[src/rtl/mux_pkg.sv]
// Shared constants and select type for the 32:1 registered lane selector.
package mux_pkg;

  localparam int unsigned NUM_LANES  = 32;
  localparam int unsigned SEL_W      = 5;
  localparam int unsigned HALF_LANES = NUM_LANES / 2;
  localparam int unsigned HALF_SEL_W = SEL_W - 1;

  typedef logic [SEL_W-1:0]      sel_t;
  typedef logic [HALF_SEL_W-1:0] half_sel_t;

endpackage

[src/rtl/mux16_sel.sv]
// Combinational 16:1 lane selector; lane k sits at in_i[k*WIDTH +: WIDTH].
module mux16_sel
  import mux_pkg::*;
#(
  parameter int unsigned WIDTH = 1
) (
  input  logic [HALF_LANES*WIDTH-1:0] in_i,
  input  half_sel_t                   sel_i,
  output logic [WIDTH-1:0]            out_o
);

  logic [HALF_LANES-1:0][WIDTH-1:0] lanes;

  assign lanes = in_i;
  assign out_o = lanes[sel_i];

endmodule

[src/rtl/mux2_sel.sv]
// Combinational 2:1 selector used as the final half-select stage.
module mux2_sel #(
  parameter int unsigned WIDTH = 1
) (
  input  logic [WIDTH-1:0] a_i,
  input  logic [WIDTH-1:0] b_i,
  input  logic             sel_i,
  output logic [WIDTH-1:0] out_o
);

  assign out_o = sel_i ? b_i : a_i;

endmodule

[src/rtl/mux32_sel_reg.sv]
// Registered 32:1 lane selector built as two 16:1 halves plus a 2:1 stage.
// Define MUX32_SEL_PARITY_EN to add out_par, the XOR-reduction of out.
module mux32_sel_reg
  import mux_pkg::*;
#(
  parameter int unsigned WIDTH = 1
) (
  input  logic                       clk,
  input  logic                       reset_n,
  input  logic                       en,
  input  logic [NUM_LANES*WIDTH-1:0] in,
  input  logic [SEL_W-1:0]           sel,
  output logic [WIDTH-1:0]           out,
  output logic [WIDTH-1:0]           out_comb
`ifdef MUX32_SEL_PARITY_EN
  ,
  output logic                       out_par
`endif
);

  sel_t             sel_s;
  logic [WIDTH-1:0] lo_sel;
  logic [WIDTH-1:0] hi_sel;
  logic [WIDTH-1:0] out_d;
  logic [WIDTH-1:0] out_q;

  assign sel_s = sel;

  mux16_sel #(.WIDTH(WIDTH)) u_lo (
    .in_i  (in[HALF_LANES*WIDTH-1:0]),
    .sel_i (sel_s[HALF_SEL_W-1:0]),
    .out_o (lo_sel)
  );

  mux16_sel #(.WIDTH(WIDTH)) u_hi (
    .in_i  (in[NUM_LANES*WIDTH-1:HALF_LANES*WIDTH]),
    .sel_i (sel_s[HALF_SEL_W-1:0]),
    .out_o (hi_sel)
  );

  mux2_sel #(.WIDTH(WIDTH)) u_half (
    .a_i   (lo_sel),
    .b_i   (hi_sel),
    .sel_i (sel_s[SEL_W-1]),
    .out_o (out_d)
  );

  assign out_comb = out_d;

  // Reset wins over enable so a held-off pipeline still clears.
  always_ff @(posedge clk) begin
    if (!reset_n)  out_q <= '0;
    else if (en)   out_q <= out_d;
  end

  assign out = out_q;

`ifdef MUX32_SEL_PARITY_EN
  logic par_d;
  logic par_q;

  assign par_d = ^out_d;

  always_ff @(posedge clk) begin
    if (!reset_n)  par_q <= 1'b0;
    else if (en)   par_q <= par_d;
  end

  assign out_par = par_q;
`endif

endmodule

[config.mk]
export PLATFORM = sky130hd
export DESIGN_NAME = mux32_sel_reg
export DESIGN_NICKNAME = d
export VERILOG_FILES = /design/src/rtl/mux_pkg.sv /design/src/rtl/mux16_sel.sv /design/src/rtl/mux2_sel.sv /design/src/rtl/mux32_sel_reg.sv
export SDC_FILE = /design/constraint.sdc
export NUM_CORES = 1
export LEC_CHECK = 0
export CORE_MARGIN = 2
export CORE_UTILIZATION = 28
export DETAILED_ROUTE_END_ITERATION = 16
export PLACE_DENSITY_LB_ADDON = 0.3
export SETUP_SLACK_MARGIN = 0.02
export SYNTH_ARGS = -nofsm -noshare
export SYNTH_HDL_FRONTEND = slang
export SYNTH_SLANG_ARGS = --single-unit
[constraint.sdc]
create_clock -name clk -period 3 [get_ports clk]
set_input_delay 0.6 -clock clk [delete_from_list [all_inputs] [get_ports clk]]
set_output_delay 0.6 -clock clk [all_outputs]
set_load 0.02 [all_outputs]
-- Yosys cells after proc, flatten, opt, wreduce, memory -nomap -nowiden
Index checks and enable logic that the tools add are counted.
- register bits: 1
- magnitude comparators: 1
- multiplexer cells: 5
- operator list (cell ; number):
    $bmux 1 s4 ; 2
    $lt 4x5->1 const B ; 1
    $mux 1 ; 3

-- Longest topological paths before layout
- depth after elaboration: 3
- gate-level depth with buffers: 6
- mapped depth without buffers: 5

-- Hierarchy
Synthesis repeated with hierarchy kept, for this count alone.
- cells, all modules: 18
- area total of the unflattened synthesis: 321.6 µm²
- modules (own cells, without submodules) (module ; times used ; cells an instance ; area each (µm²) ; sequential area each (µm²)):
    mux16_sel ; 2 ; 7 ; 135.1 ; 0.0
    mux32_sel_reg ; 1 ; 3 ; 36.3 ; 20.0
    mux2_sel ; 1 ; 1 ; 15.0 ; 0.0

-- Worst setup path before layout
No wires, ideal clock.
- path kind: input-to-output
- from: in sel[1]
- to: out out_comb
- data arrival time: 1645 ps
- required time: 2400 ps
- setup slack: 755 ps
- stages on the path: 6
- path buffers: 1
- cell sequence: buf_6 > mux2_1 > o2bb2ai_1 > a211oi_2 > a31oi_2 > nand3_1
- word-level cells in the longest chain between the ends: 3
- elaborated cells on any way between the ends: 5
- RTL lines (item ; line ; source):
    start, declared ; mux32_sel_reg.sv:12 ; input logic [SEL_W-1:0] sel,
    $bmux 1 s4 ; mux16_sel.sv:15 ; assign out_o = lanes[sel_i];
    $mux 1 (implied by the code) ; mux16_sel.sv:15 ;
    $mux 1 * ; mux2_sel.sv:11 ; assign out_o = sel_i ? b_i : a_i;
    end, declared ; mux32_sel_reg.sv:14 ; output logic [WIDTH-1:0] out_comb
Mark *: on every way between the ends. The rest lies on a longest branch, timed or not. The select of a mux whose other input is x is not followed.

-- Final worst setup path
- from: in sel[2]
- to: out out_comb
The elaborated chain is that of the path after synthesis.

==> run metrics <==
sequential share of the synthesized area=0.0542; Worst IR Drop VDD=0.0936 mV; Netlist cell types=20; Post-Place Cells=105; max reg flops=1; Final Max Slew Viols=0; Slew HR=0.789; Req. time, crit path=2.40 ns; Async SR Flop Fraction=0; critical path class=in2out; reported net switching power=36.1 uW; Detailed Route WL=1240 um; routed len/inst=11.8 um; register share of total power=0.122; syn nets=83; Yosys warnings=0; die height=40.3 um; Logic pwr share=0.878; die area=1620 um2; final core occ=0.660; Clock Skew=0 ns; num rows=13; Synth top area share=0.325; Leakage=0.000340 uW; total global routing overflow=0; Hold Vio Cnt, Final=0; Core Footprint=1270 um2; dominant register cell in the synthesized netlist=dfxtp_1; Crit path max-delay family=buffers and inverters; Finished Cell Area=837 um2; MaxCap Viol Count=0; # setup viols final=0; IO Pins=42; Nets=132; critical path's largest stage delay=0.51 ns; Switching Share=0.288; global-route wire length before repair=1900 um; status=finished, final reports clean; Worst-path clk slew=0 ns; drt initial violations=11; Synth area leader=mux2i_1; most frequent cell after synthesis=mux2i_1; Area growth, synth to finish=127%; Starting Density=0.291; Cells after Synth=43; die outline width=40.3 um; total track usage=0.165; worst path cell trace=clkdlybuf4s50_1, nand2_1, a211oi_1, a21oi_1, a31oi_2, nand3_1, dlygate4sd2_1; total negative slack=0 ns; largest net degree at the start of global routing=13; Final period util=0.921; Synth Cell Area=369 um2; Vias per Instance=4.82; CP Launch Type=input port; RSZ-0062 raised after global routing=false; top cells by count, synth=12 x mux2i_1, 4 x a21oi_1, 3 x nand2_1, 3 x nor2b_1; HPWL Detailed=1100 um; Post-CTS Setup Bufs=0; Bufs and invs on worst path=2; power density over the cells=150 nW/um2; # hold bufs at CTS=0; vias in the first global route=451; non-filler cells, final=105; crit path time final=2.76 ns; Power Internal=89.2 uW; Mapped Avg Cell Area=8.58 um2; clk_lat worst skew=0 ns; GPL Wtd Cong=0.755; Pre-Repair DR Iteration Count=5; Hold Path Class=reg2reg; antenna violations before repair=0; Slew @ Worst Pin=0.315 ns; via count=506; Residual DRC=0; proportion of layout cells with a drive suffix above 1=0.144; Area contributors post-synth=mux2i_1 33%, buf_6 6.1%, mux2_2 6.1%; EDFF count, synth=0; Min Hold Slack=0.579 ns; CP Capture Type=output port; Worst Path Arrival=2.16 ns; DRT antenna net count=0; number of antenna diodes=0; placed cell area=836 um2; top fanout value on the critical path=4; Clk network pwr share=0; Slowest cell on crit path=clkdlybuf4s50_1; FF+latch count, synth=1; Filler cells=110; Max Freq=362 MHz; PortBufs=41
[per-stage QoR]
step,setup WS (ns),total power [uW]
5_1_grt,0.106,134
6_report,0.238,125
4_1_cts,0.226,126
2_1_floorplan,0.755,57.2
3_3_place_gp,-0.185,127
3_5_place_dp,-0.215,127
[path summary, 6_finish.rpt]
path,start,slack [ns],end,cells after the start
setup / recovery,sel[2],0.24,out_comb,7
hold / removal,out,0.58,out,2
setup reg to reg,out,2.34,out,2
hold reg to reg,out,0.58,out,2
[routing by layer]
| metal | part of all wire | track usage | wire, um |
|---|---|---|---|
| met1 | 0.45 | 0.223 | 552 |
| met2 | 0.48 | 0.306 | 589 |
| met3 | 0.075 | 0.00556 | 93 |
| met4 | 0 | 0 | 0 |
| met5 | 0 | 0 | 0 |
[placed cells by master, fill, tap and decap left out]
master / Yosys / final
clkdlybuf4s50_1: 0 / 39
mux2i_1: 12 / 12
buf_4: 0 / 7
a21oi_1: 4 / 4
nand2_1: 3 / 3
nor2b_1: 3 / 3
mux2_2: 2 / 2
a22oi_1: 2 / 2
o211ai_1: 2 / 2
nand2b_1: 2 / 2
dlygate4sd2_1: 0 / 2
nor2_1: 1 / 1
a211oi_1: 1 / 1
mux2_1: 1 / 1
o2bb2ai_1: 1 / 1
a211o_1: 1 / 1
a211oi_2: 1 / 1
a31oi_2: 1 / 1
nand3_1: 1 / 1
o21ai_0: 1 / 1
a41oi_2: 1 / 1
dfxtp_1: 1 / 1
buf_6: 2 / 1
[power by group through the flow]
| stage | Sequential [uW] | Combinational [uW] | Clock, uW |
|---|---|---|---|
| final | 15.3 | 110 | 0 |
| after global placement | 15.3 | 111 | 0 |
| after CTS | 15.3 | 111 | 0 |
| after detailed placement | 15.3 | 112 | 0 |
| after global routing | 15.4 | 118 | 0 |
| after floorplan | 16.7 | 40.5 | 0 |
[tightest hold or removal path, cell delays in order, from the launching register on]
cell and delay, ns:
dfxtp_1 0.29, o21ai_0 0.20, a41oi_2 0.04
[final cells by class]
cell class,instances,area (um2),area share
Multi-Input combinational cell,40,327,0.390
Sequential cell,1,20.0,0.0239
Tap cell,15,18.8,0.0224
Timing Repair Buffer,49,472,0.564
[kinds of logic after synthesis]
group,Yosys count,synth area share
mux,15,0.417
flops,1,0.0542
buf+inv,2,0.0610
compound gates,15,0.329
simple gates,10,0.139
[timing repair]
action | in CTS | in global routing
resized for setup | 3 | 0
endpoints found under the setup margin | 1 | 0
hold endpoints to repair | 0 | 0
Note: power is estimated with default switching activity, not from simulation.
